### src/rtl/mem_arb_pkg.sv
// Shared types and the rotating-priority pick used by the SRAM port arbiter.
package mem_arb_pkg;

  localparam int MAX_NCH = 8;
  localparam int MAX_AW  = 32;

  typedef enum logic {IDLE = 1'b0, ACC = 1'b1} arb_state_e;

  typedef struct packed {
    logic              ce;
    logic              oe;
    logic              we;
    logic [MAX_AW-1:0] addr;
    logic [7:0]        dati;
  } arb_req_t;

  // First pending index strictly after start, wrapping at nch; returns {valid, id}.
  // Fixed priority is the same search started from nch-1.
  function automatic logic [3:0] rr_pick(input logic [MAX_NCH-1:0] pend,
                                         input int nch, input logic [2:0] start);
    logic [3:0] res;
    int         idx;
    res = '0;
    for (int k = 1; k <= MAX_NCH; k++) begin
      idx = int'(start) + k;
      if (idx >= nch) idx = idx - nch;
      if (k <= nch && !res[3] && pend[idx[2:0]]) res = {1'b1, idx[2:0]};
    end
    return res;
  endfunction

endpackage

### src/rtl/mem_arb_if.sv
// Requester bundle plus external SRAM port of one arbiter instance.
interface mem_arb_if #(
  parameter int NCH = 6,
  parameter int AW  = 23
);
  logic [NCH-1:0]         req_ce;
  logic [NCH-1:0]         req_oe;
  logic [NCH-1:0]         req_we;
  logic [NCH-1:0][AW-1:0] req_addr;
  logic [NCH-1:0][7:0]    req_dati;
  logic [NCH-1:0]         req_ack;
  logic [7:0]             req_dato;
  logic [AW-1:0]          mem_addr;
  logic [7:0]             mem_dati;
  logic [7:0]             mem_dato;
  logic                   mem_ce;
  logic                   mem_oe;
  logic                   mem_we;

  // arbiter side: serves requesters, drives the RAM
  modport master (
    input  req_ce, req_oe, req_we, req_addr, req_dati, mem_dato,
    output req_ack, req_dato, mem_addr, mem_dati, mem_ce, mem_oe, mem_we
  );

  // environment side: requesters and RAM model
  modport slave (
    output req_ce, req_oe, req_we, req_addr, req_dati, mem_dato,
    input  req_ack, req_dato, mem_addr, mem_dati, mem_ce, mem_oe, mem_we
  );
endinterface

### src/rtl/mem_arb_pick.sv
// Combinational winner pick: fixed (lowest index) or round-robin after rr_ptr.
module arb_pick
  import mem_arb_pkg::*;
#(
  parameter int NCH = 6
) (
  input  logic [NCH-1:0] pend,
  input  logic           rr_mode,
  input  logic [2:0]     rr_ptr,
  output logic           valid,
  output logic [2:0]     id
);

  logic [MAX_NCH-1:0] pend_x;
  logic [2:0]         start;
  logic [3:0]         pick;

  always_comb begin
    pend_x          = '0;
    pend_x[NCH-1:0] = pend;
    start           = rr_mode ? rr_ptr : 3'(NCH-1);
    pick            = rr_pick(pend_x, NCH, start);
    valid           = pick[3];
    id              = pick[2:0];
  end

endmodule

### src/rtl/mem_arb.sv
// NCH-channel arbiter onto one SRAM port: registered grant, fixed-length strobe
// window, OR-mapped per-channel base, latched read data and one-shot ack.
module mem_arb
  import mem_arb_pkg::*;
#(
  parameter int               NCH     = 6,
  parameter int               AW      = 23,
  parameter int               ACC_CYC = 2,
  parameter logic [NCH*AW-1:0] BASE   = '0
) (
  input  logic      clk,
  input  logic      rst_n,
  input  logic      rr_mode,
  mem_arb_if.master bus,
  output logic      busy,
  output logic [2:0] gnt_id
);

  arb_state_e             state_q, state_d;
  logic [3:0]             cnt_q, cnt_d;
  logic [2:0]             gnt_q, gnt_d;
  logic [2:0]             rr_ptr_q, rr_ptr_d;
  logic [AW-1:0]          addr_q, addr_d;
  logic [AW-1:0]          raw_q, raw_d;
  logic [7:0]             dati_q, dati_d;
  logic [7:0]             dato_q, dato_d;
  logic                   ce_q, ce_d, oe_q, oe_d, we_q, we_d;
  logic [NCH-1:0]         ack_q, ack_d;
  logic [NCH-1:0]         armed_q, armed_d;
  logic [NCH-1:0][AW-1:0] stored_q, stored_d;

  logic [NCH-1:0] pend;
  logic           pick_vld;
  logic [2:0]     pick_id;
  arb_req_t       win_req;
  logic [AW-1:0]  win_raw;
  logic           unused_addr_bits;

  assign pend = bus.req_ce & (bus.req_oe | bus.req_we) & armed_q;

  arb_pick #(.NCH(NCH)) u_pick (
    .pend    (pend),
    .rr_mode (rr_mode),
    .rr_ptr  (rr_ptr_q),
    .valid   (pick_vld),
    .id      (pick_id)
  );

  always_comb begin
    win_req = '0;
    win_raw = '0;
    for (int i = 0; i < NCH; i++) begin
      if (pick_id == 3'(i)) begin
        win_req.ce   = bus.req_ce[i];
        win_req.oe   = bus.req_oe[i];
        win_req.we   = bus.req_we[i];
        win_req.addr = MAX_AW'(bus.req_addr[i] | BASE[i*AW +: AW]);
        win_req.dati = bus.req_dati[i];
        win_raw      = bus.req_addr[i];
      end
    end
  end

  // upper bits are zero whenever AW < MAX_AW
  assign unused_addr_bits = ^win_req.addr;

  always_comb begin
    state_d  = state_q;
    cnt_d    = cnt_q;
    gnt_d    = gnt_q;
    rr_ptr_d = rr_ptr_q;
    addr_d   = addr_q;
    raw_d    = raw_q;
    dati_d   = dati_q;
    dato_d   = dato_q;
    ce_d     = ce_q;
    oe_d     = oe_q;
    we_d     = we_q;
    ack_d    = '0;
    stored_d = stored_q;
    // a channel re-arms once its request goes away or moves to a new address
    for (int i = 0; i < NCH; i++)
      armed_d[i] = armed_q[i] | ~(bus.req_oe[i] | bus.req_we[i]) | ~bus.req_ce[i] |
                   (bus.req_addr[i] != stored_q[i]);

    case (state_q)
      IDLE: begin
        if (pick_vld) begin
          state_d = ACC;
          cnt_d   = 4'(ACC_CYC-1);
          gnt_d   = pick_id;
          addr_d  = win_req.addr[AW-1:0];
          raw_d   = win_raw;
          dati_d  = win_req.dati;
          ce_d    = win_req.ce;
          we_d    = win_req.we;
          oe_d    = win_req.oe & ~win_req.we;
        end
      end
      ACC: begin
        if (cnt_q == 4'd0) begin
          state_d  = IDLE;
          ce_d     = 1'b0;
          oe_d     = 1'b0;
          we_d     = 1'b0;
          rr_ptr_d = gnt_q;
          if (oe_q) dato_d = bus.mem_dato;
          for (int i = 0; i < NCH; i++) begin
            if (gnt_q == 3'(i)) begin
              ack_d[i]    = 1'b1;
              armed_d[i]  = 1'b0;
              stored_d[i] = raw_q;
            end
          end
        end else begin
          cnt_d = cnt_q - 4'd1;
        end
      end
    endcase
  end

  always_ff @(posedge clk) begin
    if (!rst_n) begin
      state_q  <= IDLE;
      cnt_q    <= '0;
      gnt_q    <= '0;
      rr_ptr_q <= 3'(NCH-1);
      addr_q   <= '0;
      raw_q    <= '0;
      dati_q   <= '0;
      dato_q   <= 8'hFF;
      ce_q     <= 1'b0;
      oe_q     <= 1'b0;
      we_q     <= 1'b0;
      ack_q    <= '0;
      armed_q  <= '1;
      stored_q <= '0;
    end else begin
      state_q  <= state_d;
      cnt_q    <= cnt_d;
      gnt_q    <= gnt_d;
      rr_ptr_q <= rr_ptr_d;
      addr_q   <= addr_d;
      raw_q    <= raw_d;
      dati_q   <= dati_d;
      dato_q   <= dato_d;
      ce_q     <= ce_d;
      oe_q     <= oe_d;
      we_q     <= we_d;
      ack_q    <= ack_d;
      armed_q  <= armed_d;
      stored_q <= stored_d;
    end
  end

  assign bus.mem_ce   = ce_q;
  assign bus.mem_oe   = oe_q;
  assign bus.mem_we   = we_q;
  assign bus.mem_addr = addr_q;
  assign bus.mem_dati = dati_q;
  assign bus.req_ack  = ack_q;
  assign bus.req_dato = dato_q;
  assign busy         = (state_q == ACC);
  assign gnt_id       = gnt_q;

endmodule

### src/flat_wrapper.sv
// flat-port wrapper written by rule: the top's interface ports become plain ports
module mem_arb_flat import mem_arb_pkg::*;
#(
  parameter int               NCH     = 6,
  parameter int               AW      = 23,
  parameter int               ACC_CYC = 2,
  parameter logic [NCH*AW-1:0] BASE   = '0
)
  (clk, rst_n, rr_mode, busy, gnt_id, bus_req_ce, bus_req_oe, bus_req_we, bus_req_addr, bus_req_dati, bus_mem_dato, bus_req_ack, bus_req_dato, bus_mem_addr, bus_mem_dati, bus_mem_ce, bus_mem_oe, bus_mem_we);
  mem_arb_if #(.NCH(NCH), .AW(AW)) bus_i ();
  input  logic clk;
  input  logic rst_n;
  input  logic rr_mode;
  output logic busy;
  output logic [2:0] gnt_id;
  input wire logic [$bits(bus_i.req_ce)-1:0] bus_req_ce;
  input wire logic [$bits(bus_i.req_oe)-1:0] bus_req_oe;
  input wire logic [$bits(bus_i.req_we)-1:0] bus_req_we;
  input wire logic [$bits(bus_i.req_addr)-1:0] bus_req_addr;
  input wire logic [$bits(bus_i.req_dati)-1:0] bus_req_dati;
  input wire logic [$bits(bus_i.mem_dato)-1:0] bus_mem_dato;
  output wire logic [$bits(bus_i.req_ack)-1:0] bus_req_ack;
  output wire logic [$bits(bus_i.req_dato)-1:0] bus_req_dato;
  output wire logic [$bits(bus_i.mem_addr)-1:0] bus_mem_addr;
  output wire logic [$bits(bus_i.mem_dati)-1:0] bus_mem_dati;
  output wire logic [$bits(bus_i.mem_ce)-1:0] bus_mem_ce;
  output wire logic [$bits(bus_i.mem_oe)-1:0] bus_mem_oe;
  output wire logic [$bits(bus_i.mem_we)-1:0] bus_mem_we;
  assign bus_i.req_ce = bus_req_ce;
  assign bus_i.req_oe = bus_req_oe;
  assign bus_i.req_we = bus_req_we;
  assign bus_i.req_addr = bus_req_addr;
  assign bus_i.req_dati = bus_req_dati;
  assign bus_i.mem_dato = bus_mem_dato;
  assign bus_req_ack = bus_i.req_ack;
  assign bus_req_dato = bus_i.req_dato;
  assign bus_mem_addr = bus_i.mem_addr;
  assign bus_mem_dati = bus_i.mem_dati;
  assign bus_mem_ce = bus_i.mem_ce;
  assign bus_mem_oe = bus_i.mem_oe;
  assign bus_mem_we = bus_i.mem_we;
  mem_arb #(.NCH(NCH), .AW(AW), .ACC_CYC(ACC_CYC), .BASE(BASE)) u_core (.clk(clk), .rst_n(rst_n), .rr_mode(rr_mode), .bus(bus_i), .busy(busy), .gnt_id(gnt_id));
endmodule
### config.mk
export PLATFORM = sky130hd
export DESIGN_NAME = mem_arb_flat
export DESIGN_NICKNAME = d
export VERILOG_FILES = /design/src/rtl/mem_arb_pkg.sv /design/src/rtl/mem_arb_if.sv /design/src/rtl/mem_arb_pick.sv /design/src/rtl/mem_arb.sv /design/src/flat_wrapper.sv
export SDC_FILE = /design/constraint.sdc
export NUM_CORES = 1
export LEC_CHECK = 0
export CORE_MARGIN = 1.5
export CORE_UTILIZATION = 52
export CTS_BUF_LIST = sky130_fd_sc_hd__clkbuf_8
export DETAILED_ROUTE_END_ITERATION = 6
export MAX_ROUTING_LAYER = met4
export PLACE_DENSITY_LB_ADDON = 0.08
export SKIP_LAST_GASP = 1
export SLEW_MARGIN = 0
export SYNTH_ARGS = -nofsm -noshare
export SYNTH_HDL_FRONTEND = slang
export SYNTH_SLANG_ARGS = --single-unit
### constraint.sdc
create_clock -name clk -period 4.7 [get_ports clk]
set_input_delay 0.94 -clock clk [delete_from_list [all_inputs] [get_ports clk]]
set_output_delay 0.94 -clock clk [all_outputs]
set_load 0.05 [all_outputs]
Word-level counts from Yosys, hierarchy flattened
Cells that the tools add are included.
{ "word_totals": {"ff_bits": 226, "latchBits": 0, "mem_bits_rw": 0, "mem_bits_ro": 0, "input_bits": 215, "out_inout_bits": 52, "n_memories": 0} }
{ "op_classes": {"n_addsub": 13, "multipliers": 0, "div_mod_pow": 0, "n_lt_le_gt_ge": 12, "n_eq_ne": 19, "n_shift": 0, "n_mux": 64, "bitwise_logic": 42, "n_reduce_logical": 25} }
{ "op_table": {"columns": ["cell", "count"], "rows": [
  ["2-to-1 mux 43 bit", 6],
  ["2-to-1 mux 23 bit", 6],
  ["inequality test 23 bit", 6],
  ["2-to-1 mux 4 bit", 8],
  [">= comparator 4 x 3 -> 1 bit (second input constant)", 6],
  ["< comparator 3 x 4 -> 1 bit (second input constant)", 6],
  ["2-to-1 mux 1 bit", 24],
  ["bitwise OR 1 bit", 24],
  ["AND reduction 3 bit", 8],
  ["2-to-1 mux 3 bit", 7],
  ["binary-select mux 1 bit (select 3 bit)", 6],
  ["subtractor 3 bit (second input constant)", 6],
  ["NOT 1 bit", 14],
  ["adder 3 x 3 -> 4 bit (second input constant)", 3],
  ["AND 6 bit", 2],
  ["== test 3 x 2 -> 1 bit (second input constant)", 4],
  ["== test 3 bit (second input constant)", 4],
  ["2-to-1 mux 6 bit", 2],
  ["adder 3 x 2 -> 4 bit (second input constant)", 2],
  ["case mux 1 bit (2 select lines)", 4],
  ["case mux 4 bit (2 select lines)", 1],
  ["AND reduction 2 bit", 4],
  ["== test 3 x 1 -> 1 bit (second input constant)", 2],
  ["zero test 3 bit", 2],
  ["other kinds (8)", 18]
]} }

Depth between registers and ports, before layout
Gate-level depths: netlist of the first run.
{ "logic_depth": {"ltp_word": 33, "mapped_depth": 18, "depth_no_buf": 13} }

By module
A second synthesis of the first run with hierarchy kept.
{ "unflattened": {"hier_cells": 1397, "hier_area_um2": 11388.4} }
{ "modules_own_cells": {"columns": ["module", "instances", "cells_per_inst", "area_per_inst_um2", "seq_area_each_um2"], "rows": [
  ["mem_arb", 1, 1269, 10388.7, 4063.9],
  ["arb_pick", 1, 128, 999.7, 0.0]
]} }

Least setup slack after synthesis of the first run
OpenSTA, ideal clock, no wires.
{ "synth_path": {"path_type": "input port to flip-flop", "start": "input port rr_mode", "end": "register u_core.raw_q[21]", "arrival_time_ps": 4081, "required_time_ps": 4565, "path_slack_ps": 483, "path_stages": 16, "n_path_buf": 4, "cell_sequence": "nor2b_2 -> buf_6 -> inv_2 -> ha_1 -> clkbuf_1 -> inv_1 -> or4_1 -> o211ai_2 -> o21ai_1 -> a211o_1 -> nand3_1 -> buf_6 -> buf_4 -> mux2_2 -> a22oi_1 -> o221ai_1"} }
{ "synth_via": {"elab_chain_cells": 29} }
{ "synth_rtl": {"columns": ["element", "line", "text"], "rows": [
  ["from (decl)", "flat_wrapper.sv:13", "input logic rr_mode;"],
  ["2-to-1 mux 3 bit *", "mem_arb_pick.sv:21", "start = rr_mode ? rr_ptr : 3'(NCH-1);"],
  ["adder 3 x 1 -> 4 bit", "mem_arb_pkg.sv:25", "idx = int'(start) + k;"],
  [">= comparator 4 x 3 -> 1 bit or subtractor 3 bit (tied branches)", "mem_arb_pkg.sv:26", "if (idx >= nch) idx = idx - nch;"],
  ["2-to-1 mux 3 bit", "mem_arb_pkg.sv:26", null],
  ["binary-select mux 1 bit (select 3 bit)", "mem_arb_pkg.sv:27", "if (k <= nch && !res[3] && pend[idx[2:0]]) res = {1'b1, idx[2:0]};"],
  ["2-to-1 mux 1 bit (not written as such)", "mem_arb_pkg.sv:27", null],
  ["2-to-1 mux 4 bit", "mem_arb_pkg.sv:27", null],
  ["zero test 1 bit", "mem_arb_pkg.sv:27", null],
  ["[8 not listed]", null, null],
  ["zero test 1 bit", "mem_arb_pkg.sv:27", null],
  ["logical AND 1 bit", "mem_arb_pkg.sv:27", null],
  ["2-to-1 mux 4 bit", "mem_arb_pkg.sv:27", null],
  ["zero test 1 bit", "mem_arb_pkg.sv:27", null],
  ["logical AND 1 bit", "mem_arb_pkg.sv:27", null],
  ["2-to-1 mux 4 bit *", "mem_arb_pkg.sv:27", null],
  ["zero test 3 bit", "mem_arb.sv:53", "if (pick_id == 3'(i)) begin"],
  ["2-to-1 mux 23 bit (6 in series)", "mem_arb.sv:53", null],
  ["to (signal assigned)", "mem_arb.sv:144", "raw_q <= raw_d;"],
  ["to (decl)", "mem_arb.sv:24", "logic [AW-1:0] raw_q, raw_d;"]
]} }
Mark *: on every way between the ends. The rest lies on a longest branch, timed or not. The select of a mux whose other input is x is not followed.
A chain may end at the register's enable or synchronous reset.

Worst setup path in the final report of the first run
Same ends and word-level chain as after synthesis.

==> results summary, run 1 <==
Setup repair after global routing left no endpoint under its margin. The critical path required time came out at 5.08 ns. The adder-cell share of the synthesized area came out at 0.00447.

For this design the top-level I/O count stands at 267. After synthesis, the cell types taking the most area are sky130_fd_sc_hd__dfxtp_1 36%, sky130_fd_sc_hd__nand2_1 11%, sky130_fd_sc_hd__a21boi_0 9.5%, sky130_fd_sc_hd__xnor2_1 6.2%, sky130_fd_sc_hd__xor2_1 4.8%. The H-tree generated during clock tree synthesis spans 2 levels. The highest achievable clock rate is 224 MHz. The worst register-to-register path has a depth of 15. The number of clock buffers inserted by TritonCTS is 36. The signal on the critical path passes through clkdlybuf4s50_1, nor2b_2, inv_2, ha_1, nand2b_1, o221ai_2, mux2_2, o22ai_2, buf_4, nor2b_1, mux2_1, nand3_4, buf_12, mux2_2, a22oi_1, o221ai_1.

The top cell types in the final layout, fill and taps aside, are 315 x sky130_fd_sc_hd__nand2_1, 265 x sky130_fd_sc_hd__clkdlybuf4s50_1, 203 x sky130_fd_sc_hd__dfxtp_1. The width of the die came out at 150 um. Setup violations remaining at the end of the flow were counted as 0. The die area came out at 22,400 um2. The post-route fraction of the period consumed by the critical path is 0.948. The number of standard-cell rows in the floorplan is 53. The number of distinct library cells after synthesis came out at 71. The synthesized design spends more area on one cell type than any other, namely sky130_fd_sc_hd__dfxtp_1. The fill cell instance count of the final layout is 1,721. The count of port buffers added during placement came out at 266. After synthesis, the largest family of logic cells by area is compound AO/OA/AOI/OAI gates.

The mux share of post-synthesis cell area came out at 0.0819. The worst setup path is captured at a register. The largest voltage drop on the vdd net is 336 uV. The proportion of register bits with asynchronous set or reset after synthesis is 0. The via count of the first global-routing pass was 10,500. For this block, the via count after detailed routing is 11,100. In the final layout, the share of cells above drive strength 1 is 0.110. The signal arrival time at the worst endpoint came out at 4.84 ns. The xor/xnor cell area share of the yosys netlist is 0.110. Of the total synthesized cell area, the portion taken by AND, OR, NAND and NOR gates is 0.190. The final count of hold timing violations was 0. TritonCTS built the clock tree. The relative area change from synthesis to final layout is 35.5%. The flop and latch count out of synthesis came out at 203.

The total of cells resized after clock tree synthesis is 0. Across the run, the number of max-cap violations was 0. The routability congestion estimate from global placement is 0.989. The count of yosys warnings during synthesis is 0. In this run the deepest clock path goes through 3 buffers. The total half-perimeter wirelength after legalization and detailed placement is 31,500 um. In the routed design, unresolved DRC markers number 0. The per-cell via count in the routed design came out at 5.86. Leaving out fill and tap cells, the most frequent cell in the layout is sky130_fd_sc_hd__nand2_1. The worst-case clock skew is 0.0301 ns. Across every metal layer, demand over resource in global routing totals 0.376.

The fraction of the yosys area taken by sequential cells came out at 0.363. The clock period minus final worst setup slack came out at 4.46 ns. Among all flip-flop cells after synthesis, the most frequent one is sky130_fd_sc_hd__dfxtp_1. The worst slack after detailed placement came out at -0.262 ns.

Setup total negative slack on the finished layout was measured at 0 ns. The initial standard-cell utilization of the core is 0.530. At the pin with the least slew margin, the transition time is 1.09 ns.

The areal power density over the cells is 460 nW/um2. The number of antenna violations at the first check in global routing was 0. The global-route wire length before repair is 61,800 um. The height of the die is 150 um. In the final routed layout, each cell accounts on average for 22.0 um. In this run the mean area of a mapped cell was 8.50 um2. In this run the worst path has a maximum fanout of 20. The final total power is 6970 uW. The flow ran to the end, and the final reports show no timing, DRC or antenna violations. The worst slew slack as a fraction of its limit is 0.270. In this run the clock root is driven by a sky130_fd_sc_hd__clkbuf_8. The detailed router's first-iteration violation count is 875. The complex-gate fraction of the synthesized area is 0.212.

The number of flops mapped to enable cells by yosys came out at 0. The path class of the tightest hold or removal check is register to register. The area share of the largest cell type after synthesis came out at 0.363. The number of iterations in the first detailed-routing pass is 6. The least setup slack across all paths after layout is 0.242 ns.

The delay of the slowest critical-path stage is 0.52 ns. The post-CTS setup repair buffer count came out at 0. The area inside the core boundary came out at 21,100 um2. The library cell appearing most often on the critical path is sky130_fd_sc_hd__mux2_2. The post-CTS clock slew at the launch and capture registers of the worst setup and hold paths came out at 0.06 ns. The number of slew-limit violations in the final report is 0.

The post-synthesis instance total came out at 1,316. Entering global routing, the biggest net connects 93 pins. The number of antenna repair diodes came out at 0. The number of sinks handled by clock tree synthesis came out at 203. The number of nets in the synthesized netlist came out at 1,535. The wire length after detailed routing is 41,800 um. The number of nets with antenna violations after routing came out at 0.

The count of hold buffers inserted by post-cts repair is 0. The kind of start point of the critical path is an input port. The final global-route overflow total came out at 0. The net total in the final layout came out at 1,816. The later pin in the worst-skew pair is clocked with a latency of 0.55 ns.

On the critical path, the stage with the largest delay is an instance of sky130_fd_sc_hd__clkdlybuf4s50_1. The area of the mapped netlist is 11,200 um2. The type of the setup path with the least slack is input port to register. The static leakage is 0.00554 uW.

The number of cells on the worst hold path is 2.
-- synthesized netlist by cell type (14+ instances only) --
cell type and n:
sky130_fd_sc_hd__a21oi_1 14, sky130_fd_sc_hd__nand4_1 14, sky130_fd_sc_hd__o221ai_1 20, sky130_fd_sc_hd__a22oi_1 21, sky130_fd_sc_hd__clkbuf_1 66, sky130_fd_sc_hd__nor3_1 19
sky130_fd_sc_hd__a21boi_0 141, sky130_fd_sc_hd__a32oi_1 20, sky130_fd_sc_hd__nand2_1 315, sky130_fd_sc_hd__xor2_1 61, sky130_fd_sc_hd__mux2_2 33, sky130_fd_sc_hd__mux2i_1 48
sky130_fd_sc_hd__o22ai_1 14, sky130_fd_sc_hd__dfxtp_1 203, sky130_fd_sc_hd__o21ai_0 14, sky130_fd_sc_hd__nor2_1 21, sky130_fd_sc_hd__nor4_1 19, sky130_fd_sc_hd__xnor2_1 79
sky130_fd_sc_hd__nand3_1 32
-- report_power, final --
| part | total [uW] | internal (uW) | switching, uW |
|---|---|---|---|
| Sequential | 2250 | 1900 | 353 |
| Clock | 1740 | 964 | 778 |
| Combinational | 2970 | 1260 | 1710 |
-- through the flow --
step                      hold WS [ns]   util  area [um2]  instances
final                            0.465  0.718       15200       1899
after global routing             0.493  0.718       15200       1899
after CTS                        0.469  0.718       15200       1899
after detailed placement         0.456  0.682       14400       1834
after global placement           0.448  0.682       14400       1834
after floorplan                  0.455      -       11200       1316
-- worst max-delay path: cells and delay by family --
kind / cells / cell delay (ns)
AO/OA/AOI/OAI: 4 / 0.96
adder cells (fa/ha/maj): 1 / 0.34
multiplexers: 3 / 1.12
buffers and inverters: 4 / 0.91
AND/OR/NAND/NOR: 4 / 0.58
-- registers in the layout (all words and copies together) (netlist names) --
name                 cells
u_core.armed_q           6
u_core.cnt_q             4
u_core.raw_q            23
u_core.stored_q        138
u_core.busy              1
u_core.gnt_id            3
u_core.bus.req_dato      8
u_core.rr_ptr_q          3
u_core.bus.mem_ce        1
u_core.bus.mem_we        1
u_core.bus.req_ack       6
u_core.bus.mem_dati      8
u_core.bus.mem_oe        1
-- layer usage --
layer  track usage  share of wire  wire, um
met1         0.486           0.41     17200
met2         0.606           0.48     19900
met3        0.0509          0.082      3420
met4         0.125          0.029      1220
met5             -              0         0
-- final cells by class --
cell class                 count  area (um2)  share of cell area
multi-input combinational   1016        6740               0.445
sequential                   203        4060               0.268
timing repair buffer         331        3210               0.212
clock buffer                  44         606              0.0400
tap                          275         344              0.0227
clock inverter                21         156              0.0103
inverter                       9        33.8             0.00223
-- logic make-up after synthesis --
| kind of cell | count (synthesis) |
|---|---|
| simple gates | 476 |
| compound gates | 311 |
| flops | 203 |
| xor+xnor | 140 |
| buf+inv | 97 |
| mux | 85 |
| fa+ha+maj | 4 |
-- worst paths after layout --
kind	start	end	slack (ns)
worst max-delay path	rr_mode	u_core.raw_q[21]	0.24
worst min-delay path	u_core.bus.mem_ce	u_core.bus.mem_ce	0.47
worst max register to register	u_core.rr_ptr_q[0]	u_core.raw_q[21]	0.75
worst min register to register	u_core.bus.mem_ce	u_core.bus.mem_ce	0.47
No activity file was read; power rests on OpenSTA's default activity.
==> inputs of run 2 (changes only) <==
--- a/config.mk
+++ b/config.mk
@@ -6,11 +6,11 @@
 export NUM_CORES = 1
 export LEC_CHECK = 0
 export CORE_MARGIN = 1.5
-export CORE_UTILIZATION = 52
+export CORE_UTILIZATION = 47
 export CTS_BUF_LIST = sky130_fd_sc_hd__clkbuf_8
 export DETAILED_ROUTE_END_ITERATION = 6
 export MAX_ROUTING_LAYER = met4
-export PLACE_DENSITY_LB_ADDON = 0.08
+export PLACE_DENSITY = 0.79
 export SKIP_LAST_GASP = 1
 export SLEW_MARGIN = 0
 export SYNTH_ARGS = -nofsm -noshare
==> constraint.sdc (replaced) <==
create_clock -name clk -period 3.95 [get_ports clk]
set_input_delay 0.79 -clock clk [delete_from_list [all_inputs] [get_ports clk]]
set_output_delay 0.79 -clock clk [all_outputs]
set_load 0.05 [all_outputs]
==> run 2 against run 1 <==
Compared with the run above: core utilization fell by 4.2 points; worst setup slack got worse by 0.096 ns; sequential power rose by 17%; non-clock buffer count rose by 53; routed wire length rose by 3.6%; largest cell class unchanged.
==> results summary, run 2 (synthesis gave the netlist of run 1 again) <==
The run finished with clean final reports. After layout, the minimum clock period comes to 3.80 ns. In this run the tightest slew margin relative to its limit is 0.328. The count of hold buffers inserted by post-cts repair came out at 0. Data on the critical path arrives at its endpoint at 4.22 ns. The layer flagged by global routing as most heavily used is met2. The final count of hold timing violations was 0. The startpoint identified for the worst register-to-register timing path is u_core.rr_ptr_q[0]. Clock tree synthesis selected as its root buffer the cell sky130_fd_sc_hd__clkbuf_8. The combinational power share came out at 0.465. The static leakage is 0.00588 uW.

Across the run, the number of max-cap violations was 0. The number of antenna violations at the first check in global routing is 0. The register with the most flip-flops in the layout has 138 of them. The power dissipated by switching net loads came out at 3520 uW. The areal power density over the cells is 547 nW/um2.

The critical-path maximum fanout came out at 7. Of the total power, the share spent switching nets is 0.407. The average detailed-routed wire length per instance came out at 21.7 um. The count of port buffers added during placement came out at 266.

The final-report setup violation count came out at 0. Counting along the longest clock path gives a buffer depth of 3. The category of the worst setup path capture point is a register. Static timing analysis puts the maximum clock frequency at 263 MHz. Clock-pin slew was measured on the worst setup and hold paths at 0.06 ns. The post-route fraction of the period consumed by the critical path is 0.963. The first global-routing pass estimated 63,200 um of wire. For this design the top-level I/O count stands at 267. The net count of the finished layout is 1,870.

The first detailed-routing pass ran for 5 iterations. The final core area utilization is 0.677. The worst setup path is launched from an input port. The HPWL after detailed placement is 32,100 um. The number of antenna repair diodes is 0.

The H-tree level count is 2. The later-pin clock latency in the skew report came out at 0.54 ns. The maximum number of pins on one net before global-route repair came out at 97. Clock tree synthesis found a total of 203 sinks. The number of slew-limit violations in the final report was 0. The count of vias placed by the detailed router came out at 11,700.

The register bank with the most flops is u_core.stored_q. The initial standard-cell utilization of the core is 0.478. After floorplanning, the core was divided into 56 placement rows. The floorplan step set the die height to 157 um. The routability congestion estimate from global placement is 0.994. The met3 routing resource usage after global routing came out at 0.0578.

The detailed router's first-iteration violation count came out at 1,106. The number of clock buffers inserted by TritonCTS came out at 37. The sequential cell fraction of total power came out at 0.304. The worst-case IR drop observed on VDD is 326 uV. The via count of the first global-routing pass came out at 11,200. Leaving out fill and tap cells, the most frequent cells in the layout are 314 x sky130_fd_sc_hd__nand2_1, 264 x sky130_fd_sc_hd__clkdlybuf4s50_1, 203 x sky130_fd_sc_hd__dfxtp_1. The detail route stage leaves a number of antenna-violating nets equal to 0. Setup repair after global routing left no endpoint under its margin.

For this run, global-route usage on met2 was measured as 0.556. The library cell used most frequently in the layout, excluding fill and tap cells, is sky130_fd_sc_hd__nand2_1. By startpoint and endpoint, the worst setup path is classified as input port to register.

The fill cell instance count of the final layout is 1,906. In the global route stage, overall resource usage came out at 0.347. The worst hold path belongs to the class register to register. The width of the die came out at 157 um. The remaining routing DRC violations came out at 0. The met1 routing resource usage after global routing came out at 0.428. The final global-route overflow total is 0. The final total power came out at 8660 uW. TritonCTS built the clock tree. The relative area change from synthesis to final layout is 41.6%. In the final layout, the registers with the most flip-flops are u_core.stored_q (138), u_core.raw_q (23). The critical path required time came out at 4.36 ns. The clock network power share is 0.231. The worst-case clock skew came out at 0.0184 ns.

The startpoint identified for the worst hold timing path is u_core.bus.req_dato[5]. Of the cells placed in the final design, the portion with a size suffix greater than 1 is 0.151. The die area is 24,700 um2. The per-cell via count in the routed design came out at 5.85. The wire length after detailed routing came out at 43,300 um.

The critical path starts at bus_req_we[0]. For the pin with the worst max-slew slack, the measured transition is 1.01 ns. After floorplanning, the core was sized to cover 23,400 um2. The internal power component is 5140 uW.
-- run 2: cell count changes in the layout (fill, tap and decap cells not counted), sizes merged --
cell,change
dlymetal6s2s,+1
clkbuf,+4
bufinv,-1
clkinvlp,-2
inv,+3
clkdlybuf4s50,-1
clkinv,-2
buf,+50
-- run 2: metrics by stage --
stage	std cells	setup TNS [ns]	hold slack [ns]	setup WS (ns)	cell area, um2
2_1_floorplan	1316	0	0.455	0.0494	11200
3_3_place_gp	1920	-13.28	0.449	-0.505	14800
3_5_place_dp	1920	-15.70	0.457	-0.592	14800
4_1_cts	1984	0	0.471	0.00135	15500
5_1_grt	1995	0	0.489	0.127	15800
6_report	1995	0	0.462	0.147	15800
-- run 2: path summary, 6_finish.rpt --
check | endpoint | slack, ns | cells past startpoint
hold reg to reg | u_core.bus.req_dato[5] | 0.46 | 2
setup / recovery | u_core.raw_q[10] | 0.15 | 14
setup reg to reg | u_core.raw_q[10] | 0.31 | 12
hold / removal | u_core.bus.req_dato[5] | 0.46 | 2
-- run 2: layout make-up --
cell class	count	area, um2	area share
clock buffer	45	619	0.0391
clock inverter	19	114	0.00719
inverter	9	33.8	0.00213
multi-input combinational	1016	6890	0.435
sequential	203	4060	0.257
tap	319	399	0.0252
timing repair buffer	384	3720	0.235
-- run 2: timing repair --
action	4_1_cts	5_1_grt
cloned	0	6
resized for setup	2	37
pin swaps	0	10
setup endpoints to repair	2	34
setup buffers	0	5
-- run 2: per-layer routing --
| metal | wire length, um | up-vias | share of wire |
|---|---|---|---|
| met3 | 3980 | 132 | 0.092 |
| met1 | 17200 | 5527 | 0.40 |
| met4 | 2140 | 0 | 0.049 |
| met2 | 20000 | 696 | 0.46 |
| met5 | 0 | - | 0 |
| li1 | - | 5315 | - |
-- run 2: critical path: stages --
cell	delay, ns
sky130_fd_sc_hd__clkdlybuf4s50_1	0.42
sky130_fd_sc_hd__o211ai_1	0.47
sky130_fd_sc_hd__buf_4	0.23
sky130_fd_sc_hd__mux2i_1	0.10
sky130_fd_sc_hd__mux2i_1	0.25
sky130_fd_sc_hd__o211ai_4	0.15
sky130_fd_sc_hd__o31ai_1	0.27
sky130_fd_sc_hd__buf_4	0.16
sky130_fd_sc_hd__nand3_1	0.15
sky130_fd_sc_hd__nand3_4	0.28
sky130_fd_sc_hd__clkbuf_16	0.21
sky130_fd_sc_hd__mux2_2	0.34
sky130_fd_sc_hd__a22oi_1	0.21
sky130_fd_sc_hd__o221ai_1	0.16
-- run 2: power by group through the flow --
stage	sequential, uW	combinational (uW)	clock, uW
2_1_floorplan	3000	1680	0
3_3_place_gp	2660	3610	0
3_5_place_dp	2660	3640	0
4_1_cts	2620	3670	2020
5_1_grt	2650	4200	2120
6_report	2640	4030	2000
==> variant (flow settings as in run 2) <==
Take the reset off `addr_q` and load it in a clocked block of its own.
--- a/src/rtl/mem_arb.sv
+++ b/src/rtl/mem_arb.sv
@@ -126,5 +126,4 @@
       gnt_q    <= '0;
       rr_ptr_q <= 3'(NCH-1);
-      addr_q   <= '0;
       raw_q    <= '0;
       dati_q   <= '0;
@@ -141,5 +140,4 @@
       gnt_q    <= gnt_d;
       rr_ptr_q <= rr_ptr_d;
-      addr_q   <= addr_d;
       raw_q    <= raw_d;
       dati_q   <= dati_d;
@@ -152,4 +150,8 @@
       stored_q <= stored_d;
     end
+  end
+
+  always_ff @(posedge clk) begin
+    addr_q <= addr_d;
   end
 
Function: differs if rst_n is asserted again (counterexample within 4 cycles, from zero or initial values and one cycle with rst_n low); with rst_n held inactive, the same outputs for 4 cycles.
==> variant against run 2 <==
Design area is 8.3% higher. Clock skew is 0.011 ns higher. Combinational power is 41% higher. Power is 30% higher. Sequential cell count is 23 higher. Synthesized area is 12% higher. Worst setup slack better by 0.070 ns. Wire length is 15% higher.
==> variant: results (changes against run 2) <==
The share of flip-flops with an asynchronous set or reset after synthesis is 0% (unchanged). The post-layout utilization of the core is 65.8% (-1.9 points). The critical path starts at rr_mode. The post-cts sizing count came out at 5 (+3). The met1 wire length was 19400 um (+13%). The number of ordinary and repair buffers in the finished layout came out at 396 (+3.1%). The worst register-to-register path begins at u_core.rr_ptr_q[1]. The largest vdd supply drop came out at 0.518 mV (+59%). The flow ran to the end, and the final reports show no timing, DRC or antenna violations. The non-clock buffering overhead in the final layout is 22.3% (-1.2 points).

The count of buffers from port buffering came out at 266 (unchanged). The average cell area after synthesis is 8.40 um2 (-1.2%). The detailed-placement wirelength estimate is 37800 um (+18%).

The overall track demand over capacity in global routing came out at 35.7% (+1.0 points). The worst hold path begins at u_core.bus.mem_dati[7]. The area taken by multi-input logic gates is 7350 um2 (+6.7%).

The headroom to the max-slew limit was 22.0% (-11 points). The met3 routed wirelength is 4890 um (+23%). The number of buffers inserted during clock tree synthesis was 40 (+8.1%). The largest individual stage delay along the critical path comes from the cell or4_4. The overall via count from detail_route came to 12900 (+10%). The signal arrival time at the worst endpoint came out at 4.18 ns (-0.04 ns).

The part of the total power dissipated in sequential elements came out at 30.5% (about the same). The total number of nets in the final design came out at 2042 (+9.2%). The number of sequential cells came out at 226 (+11%). The multi-input combinational cell count came out at 1149 (+13%). The count of buffers added by post-CTS timing repair for setup came out at 1 (+1). The areal power density over the cells came to 654 nW/um2 (+20%). The leakage power figure is 6.33 nW (+7.7%).

Ranked by instance count, the synthesized netlist is headed by nand2_1, dfxtp_1, a21boi_0. The largest incremental delay on the critical path is 0.53 ns (+0.06 ns). The via count of the first global-routing pass came to 12400 (+11%). The met2 track utilization from global routing was 54.9% (-0.68 points). Ranked by total cell area, the synthesized netlist is headed by dfxtp_1, nand2_1, a21boi_0, xnor2_1, edfxtp_1. The worst setup timing slack at the placement stage is -0.873 ns (-0.280 ns). The met1 track utilization from global routing came out at 43.8% (+1.0 points). The number of clock buffers in the layout was 48 (+6.7%). The count of flip-flops with a built-in enable after synthesis was 23 (+23). The first-pass detailed-route iteration total came out at 7 (+2). The met2 wire length is 22200 um (+11%). The number of different library cells in the post-synthesis netlist is 75 (+5.6%).

The fraction of final layout cells with drive strength greater than 1 was 13.5% (-1.6 points). The number of antenna violations at the first check in global routing came out at 1 (+1). The cell-internal power is 6.25 mW (+22%). The number of fill cells came to 2168 (+14%). The detailed-route wire length is 49600 um (+15%).

The final worst clock skew came out at 0.0292 ns (+0.0108 ns). The met3 usage in global routing came out at 7.39% (+1.6 points). The register area is 4750 um2 (+17%).

The clock insertion delay at the later pin of the skew report is 0.57 ns (+0.03 ns). The number of standard cells in the final layout excluding fillers is 2190 (+9.8%). The instance area at placement came out at 16200 um2 (+9.7%). The count of inverters other than clock inverters in the layout is 10 (+1). The portion of the post-synthesis area used by sequential elements came out at 38.1% (+1.8 points).

The clock share of power is 18.9% (-4.2 points). The number of design-rule violations left by the first detailed-router iteration came out at 1274 (+15%). The antenna diode instance count came out at 2 (+2). The global-route wire length before repair is 73100 um (+16%).
-- variant: cell count changes after synthesis, sizes merged, moves of 23 or more --
cell,run 2,this run
mux2,36,5
nor3,19,57
a21oi,14,40
o32ai,0,24
nand2,315,345
edfxtp,0,23
nor2,22,110
-- variant: final timing paths --
path / cells past startpoint / slack [ns] / endpoint
setup / recovery: 14 / 0.22 / u_core.raw_q[22]
hold / removal: 2 / 0.46 / u_core.bus.mem_dati[7]
setup reg to reg: 13 / 0.27 / u_core.raw_q[22]
hold reg to reg: 2 / 0.46 / u_core.bus.mem_dati[7]
-- variant: logic make-up after synthesis --
logic type                 Yosys count  share of synthesized area [%]
muxes                               51                           4.24
xor gates and xnor gates           140                           9.83
DFF                                226                           38.1
AOI/OAI and AO/OA                  319                           20.6
buffers and inverters              111                           4.14
adders and majority gates            4                          0.401
and+or+nand+nor                    634                           22.6
